`src/rtl/radix4_feeder_pkg.sv`:
```
// Shared sfp word definitions and the radix-4 twiddle tables for a 16-point FFT.
// sfp word is {sign, exp[3:0], sig[3:0]}, value = (-1)^s * 1.sig * 2^(exp-7); all-zero encodes 0.
package radix4_feeder_pkg;

    localparam int SFP_W     = 9;
    localparam int TW_GROUPS = 4;

    typedef logic [SFP_W-1:0] sfp_t;

    localparam sfp_t SFP_ONE  = 9'h070;
    localparam sfp_t SFP_ZERO = 9'h000;

    // W_16^(k*g): real = cos(2*pi*m/16), imag = -sin(2*pi*m/16), m = k*g
    localparam sfp_t TW_REAL [TW_GROUPS][4] = '{
        '{9'h070, 9'h070, 9'h070, 9'h070},
        '{9'h070, 9'h06E, 9'h067, 9'h058},
        '{9'h070, 9'h067, 9'h000, 9'h167},
        '{9'h070, 9'h058, 9'h167, 9'h16E}
    };

    localparam sfp_t TW_IMAG [TW_GROUPS][4] = '{
        '{9'h000, 9'h000, 9'h000, 9'h000},
        '{9'h000, 9'h158, 9'h167, 9'h16E},
        '{9'h000, 9'h167, 9'h170, 9'h167},
        '{9'h000, 9'h16E, 9'h167, 9'h058}
    };

endpackage

```
`src/rtl/radix4_twiddle_rom.sv`:
```
// Combinational twiddle lookup: (group, lane) -> {real, imag} sfp pair.
module radix4_twiddle_rom
    import radix4_feeder_pkg::*;
#(
    parameter int GROUPS       = 4,
    parameter int FORMAT_WIDTH = 9
) (
    input  logic [$clog2(GROUPS)-1:0] i_group,
    input  logic [1:0]                i_lane,
    output logic [FORMAT_WIDTH-1:0]   o_re,
    output logic [FORMAT_WIDTH-1:0]   o_im
);

    logic [1:0] w_g;
    assign w_g = 2'(i_group);

    always_comb begin
        o_re = FORMAT_WIDTH'(TW_REAL[w_g][i_lane]);
        o_im = FORMAT_WIDTH'(TW_IMAG[w_g][i_lane]);
    end

endmodule

```
`src/rtl/radix4_feeder.sv`:
```
// Collects four complex sfp samples per butterfly group, launches the downstream
// radix-4 butterfly with matching twiddles, and waits (bounded) for its completion.
module radix4_feeder
    import radix4_feeder_pkg::*;
#(
    parameter int EXP_WIDTH    = 4,
    parameter int SIG_WIDTH    = 4,
    parameter int FORMAT_WIDTH = 9,
    parameter int GROUPS       = 4,
    parameter int TIMEOUT      = 8
) (
    input  logic                          clk,
    input  logic                          rst,
    input  logic                          in_valid,
    output logic                          in_ready,
    input  logic [FORMAT_WIDTH-1:0]       in_real,
    input  logic [FORMAT_WIDTH-1:0]       in_imag,
    input  logic                          hadamard_done,
    output logic                          start,
    output logic [3:0][FORMAT_WIDTH-1:0]  input_real,
    output logic [3:0][FORMAT_WIDTH-1:0]  input_imag,
    output logic [3:0][FORMAT_WIDTH-1:0]  twiddle_real,
    output logic [3:0][FORMAT_WIDTH-1:0]  twiddle_imag,
    output logic [$clog2(GROUPS)-1:0]     group,
    output logic                          frame_done,
    output logic                          timeout_err
);

    localparam int GW = $clog2(GROUPS);
    localparam int CW = $clog2(TIMEOUT + 1);

    if (1 + EXP_WIDTH + SIG_WIDTH != FORMAT_WIDTH) begin : g_fmt_err
        $error("FORMAT_WIDTH must equal 1 + EXP_WIDTH + SIG_WIDTH");
    end

    typedef enum logic [1:0] {COLLECT, ISSUE, WAIT_DONE} state_t;

    state_t                         r_state;
    logic [1:0]                     r_lane;
    logic [GW-1:0]                  r_group;
    logic [CW-1:0]                  r_wait;
    logic                           r_in_ready;
    logic                           r_start;
    logic                           r_frame_done;
    logic                           r_timeout_err;
    logic [3:0][FORMAT_WIDTH-1:0]   r_in_re, r_in_im, r_tw_re, r_tw_im;
    logic [3:0][FORMAT_WIDTH-1:0]   w_tw_re, w_tw_im;
    logic                           w_last_grp;

    for (genvar k = 0; k < 4; k++) begin : g_rom
        radix4_twiddle_rom #(
            .GROUPS       (GROUPS),
            .FORMAT_WIDTH (FORMAT_WIDTH)
        ) u_rom (
            .i_group (r_group),
            .i_lane  (2'(k)),
            .o_re    (w_tw_re[k]),
            .o_im    (w_tw_im[k])
        );
    end

    assign w_last_grp = (r_group == GW'(GROUPS - 1));

    always_ff @(posedge clk or negedge rst) begin
        if (!rst) begin
            r_state       <= COLLECT;
            r_lane        <= '0;
            r_group       <= '0;
            r_wait        <= '0;
            r_in_ready    <= 1'b0;
            r_start       <= 1'b0;
            r_frame_done  <= 1'b0;
            r_timeout_err <= 1'b0;
            r_in_re       <= '0;
            r_in_im       <= '0;
            r_tw_re       <= '0;
            r_tw_im       <= '0;
        end else begin
            r_start      <= 1'b0;
            r_frame_done <= 1'b0;
            case (r_state)
                COLLECT: begin
                    r_in_ready <= 1'b1;
                    if (in_valid && r_in_ready) begin
                        r_in_re[r_lane] <= in_real;
                        r_in_im[r_lane] <= in_imag;
                        r_lane          <= r_lane + 2'd1;
                        // Twiddles are latched with the last sample so they stay frozen until done.
                        if (r_lane == 2'd3) begin
                            r_state    <= ISSUE;
                            r_start    <= 1'b1;
                            r_in_ready <= 1'b0;
                            r_tw_re    <= w_tw_re;
                            r_tw_im    <= w_tw_im;
                        end
                    end
                end
                ISSUE: begin
                    r_state <= WAIT_DONE;
                    r_wait  <= '0;
                end
                WAIT_DONE: begin
                    // A missed done is treated as completion so the frame keeps moving.
                    if (hadamard_done || (r_wait == CW'(TIMEOUT - 1))) begin
                        if (!hadamard_done) r_timeout_err <= 1'b1;
                        r_state      <= COLLECT;
                        r_in_ready   <= 1'b1;
                        r_wait       <= '0;
                        r_frame_done <= w_last_grp;
                        r_group      <= w_last_grp ? '0 : r_group + GW'(1);
                    end else begin
                        r_wait <= r_wait + CW'(1);
                    end
                end
                default: r_state <= COLLECT;
            endcase
        end
    end

    assign in_ready     = r_in_ready;
    assign start        = r_start;
    assign input_real   = r_in_re;
    assign input_imag   = r_in_im;
    assign twiddle_real = r_tw_re;
    assign twiddle_imag = r_tw_im;
    assign group        = r_group;
    assign frame_done   = r_frame_done;
    assign timeout_err  = r_timeout_err;

endmodule

```
`config.mk`:
```
export PLATFORM = sky130hd
export DESIGN_NAME = radix4_feeder
export DESIGN_NICKNAME = d
export VERILOG_FILES = /design/src/rtl/radix4_feeder_pkg.sv /design/src/rtl/radix4_twiddle_rom.sv /design/src/rtl/radix4_feeder.sv
export SDC_FILE = /design/constraint.sdc
export NUM_CORES = 1
export LEC_CHECK = 0
export CAP_MARGIN = 0
export CORE_MARGIN = 5
export CORE_UTILIZATION = 48
export CTS_CLUSTER_DIAMETER = 80
export DETAILED_ROUTE_END_ITERATION = 8
export PLACE_DENSITY = 0.95
export SETUP_SLACK_MARGIN = 0.02
export SLEW_MARGIN = 40
export SYNTH_ARGS = -nofsm -noshare
export SYNTH_HDL_FRONTEND = slang
export SYNTH_SLANG_ARGS = --single-unit
```
`constraint.sdc`:
```
create_clock -name clk -period 3.2 [get_ports clk]
set_input_delay 0.32 -clock clk [delete_from_list [all_inputs] [get_ports clk]]
set_output_delay 0.32 -clock clk [all_outputs]
set_load 0.02 [all_outputs]
```
==> impl_metrics.json <==
{
  "status": "complete, no violations",
  "drt_iter0_drc": 68,
  "avgSynthCellArea_um2": 14.1,
  "synth_cell_types": 31,
  "tightest_slew_ps": 648,
  "num_io_pins": 172,
  "crit_path_cell_trace": "inv_1 > ha_1 > and3_1 > nand2_8 > mux2_4",
  "synth_cells": 328,
  "rsz0062_at_grt": "no",
  "root_buffer": "clkbuf_8",
  "r2r-start": "r_state[0]",
  "yosysWarnings": 0,
  "setup_viol": 0,
  "yosysSeqAreaShare": 0.542,
  "core_area_um2": 9330,
  "grt-ovfl-total": 0,
  "utilization": 0.648,
  "cts.htree.levels": 3,
  "vias": 2757,
  "dp_cells": 563,
  "synth_area_um2": 4620,
  "critical-path-max-stage-delay_ps": 610,
  "layout.nets": 484,
  "fillers": 664,
  "antennaDiodeCount": 0,
  "min_path_type": "input pin to async pin",
  "drive_gt1_frac": 0.227,
  "die_x_um": 108,
  "crit_family": "simple AND/OR/NAND/NOR gates",
  "cap_viol_max_count": 0,
  "cp-start-kind": "flop",
  "fin_tns_setup_ps": 0,
  "antenna_found_initial": 0,
  "ff_latch_area_um2": 2500,
  "worstSetupStartpoint": "r_state[0]",
  "cts_resized": 0,
  "skew_ps": 11.1,
  "drt-pass1-iter-count": 4,
  "clkSinkCount": 100,
  "route.detailed.drc": 0,
  "arrival_ps": 2320,
  "dp_hpwl_um": 7380,
  "path_clk_slew_ps": 100,
  "io_buffer_count": 147,
  "layout_common_cells": "146 x clkdlybuf4s50_1, 100 x dfrtp_1, 49 x mux2_2",
  "cellLeakagePower_nw": 2.76,
  "start_util": 0.495,
  "crit_slowest_cell": "and3_1",
  "clkLatencyLatePin_ps": 350,
  "track_usage": 0.165,
  "p_comb_frac": 0.555,
  "cts_buffer_depth": 2,
  "num_rows": 35,
  "seqPwrFrac": 0.329,
  "cp_num_buf_inv": 1,
  "max_freq_ghz": 0.477,
  "slew_headroom": 0.568,
  "vias_per_cell": 4.76,
  "intPower_w": 0.00425,
  "die_area_um2": 11700,
  "finalHoldViolations": 0,
  "power_switching_w": 0.00270,
  "drt-wirelength-per-cell_um": 16.9,
  "hold_ws_ps": 443,
  "cts_made_buffers": 9,
  "multi_input_area_um2": 1640,
  "path_max_fanout": 18,
  "cellPowerDensity_nw_per_um2": 1150,
  "synth-seq-cells": 100,
  "layoutNonFillerInstCount": 579,
  "clockPowerShare": 0.115,
  "period_share": 0.655,
  "r2r_cells": 5,
  "fp.dieH_um": 108,
  "worstSetupPathDepth": 5,
  "endpoint_kind": "flop",
  "swShare": 0.389,
  "ir_worst_vdd_uv": 591,
  "critical_path_class": "flop to flop",
  "postRouteAntennaNets": 0,
  "cts_tree": "done",
  "area_delta_synth_final_pct": 30.9,
  "layout_commonest_cell": "clkdlybuf4s50_1",
  "first_global_vias": 2884,
  "min_period_ps": 2100,
  "hold_buffers": 1,
  "maxSlewViolCount": 0,
  "totalPowerFinal_w": 0.00695,
  "place.gp.congestion": 0.756,
  "post-cts-setup-buffer-count": 0,
  "grt_max_degree": 36,
  "grt_first_pass_wirelength_um": 15300,
  "worstPathRequired_ps": 3420,
  "routed_wl_um": 9760
}
final cells by class:
class,instances,area share
tap,129,0.0267
sequential,100,0.414
inverter,9,0.00559
timing repair buffer,152,0.250
clock inverter,6,0.0120
multi-input combinational,174,0.271
clock buffer,9,0.0205
cells by family (layout without fill, tap and decap cells):
logic type,Yosys count,after routing,share of synthesized area
flops,100,100,0.542
buf+inv,77,176,0.122
other cells,1,24,0.000812
mux,80,80,0.219
xor+xnor,1,1,0.00190
fa+ha+maj,16,16,0.0433
compound gates,22,22,0.0290
simple gates,31,31,0.0423
per-stage QoR:
step / setup WS [ps] / instance area, um^2
6_report: 1100 / 6040
5_1_grt: 1010 / 6040
4_1_cts: 1110 / 6040
3_5_place_dp: 1060 / 5840
3_3_place_gp: 1110 / 5840
2_1_floorplan: 1550 / 4700
registers in the layout, summed over array words and instances (netlist names):
register and count:
input_imag 36, input_real 36, twiddle_real 11, r_wait 4, twiddle_imag 3, group 2, r_lane 2, r_state 2
frame_done 1, in_ready 1, start 1, timeout_err 1
worst paths after layout:
| kind | to | slack [ps] |
|---|---|---|
| max in group asynchronous | input_imag[2] | 1930 |
| worst max register to register | input_imag[25] | 1100 |
| worst min-delay path | group[1] | 440 |
| worst max-delay path | input_imag[25] | 1100 |
| min in group clk | timeout_err | 470 |
| worst min register to register | timeout_err | 470 |
routing by layer:
layer	vias to the layer above	share of wire	track usage
li1	1254	-	-
met1	1386	0.40	0.205
met2	111	0.52	0.292
met3	6	0.074	0.0376
met4	0	0.0064	0.0424
met5	-	0	0
cells in the mapped netlist:
| library cell | number | share of area |
|---|---|---|
| clkbuf_1 | 2 | 0.0016 |
| mux2_2 | 49 | 0.12 |
| o21ai_0 | 13 | 0.014 |
| mux2i_1 | 1 | 0.0022 |
| a21o_1 | 2 | 0.0033 |
| o21a_1 | 1 | 0.0016 |
| o22ai_1 | 1 | 0.0014 |
| nand3_1 | 2 | 0.0022 |
| nand4_1 | 1 | 0.0014 |
| ha_1 | 16 | 0.043 |
| a32o_1 | 1 | 0.0022 |
| a22oi_1 | 1 | 0.0016 |
| buf_4 | 60 | 0.098 |
| nand2b_1 | 2 | 0.0027 |
| and3b_1 | 1 | 0.0019 |
| a21oi_1 | 1 | 0.0011 |
| dfrtp_1 | 100 | 0.54 |
| o22a_1 | 2 | 0.0038 |
| nand2_8 | 3 | 0.013 |
| xnor2_1 | 1 | 0.0019 |
| nand3b_1 | 1 | 0.0016 |
| nor3_1 | 1 | 0.0011 |
| nor2_1 | 3 | 0.0024 |
| buf_2 | 2 | 0.0022 |
| nor2b_1 | 2 | 0.0027 |
| mux2_4 | 30 | 0.098 |
| buf_8 | 4 | 0.013 |
| conb_1 | 1 | 0.00081 |
| and3_1 | 2 | 0.0027 |
| nand2_1 | 13 | 0.011 |
| inv_1 | 9 | 0.0073 |
power groups by stage:
stage / Clock [W] / Sequential (W) / Combinational, W
global route: 0.000874 / 0.00238 / 0.00407
finish: 0.000801 / 0.00229 / 0.00386
global placement: 0 / 0.00227 / 0.00379
floorplan: 0 / 0.00292 / 0.00174
detailed placement: 0 / 0.00232 / 0.00390
CTS: 0.000828 / 0.00230 / 0.00392
(Power assumes the default switching activity.)
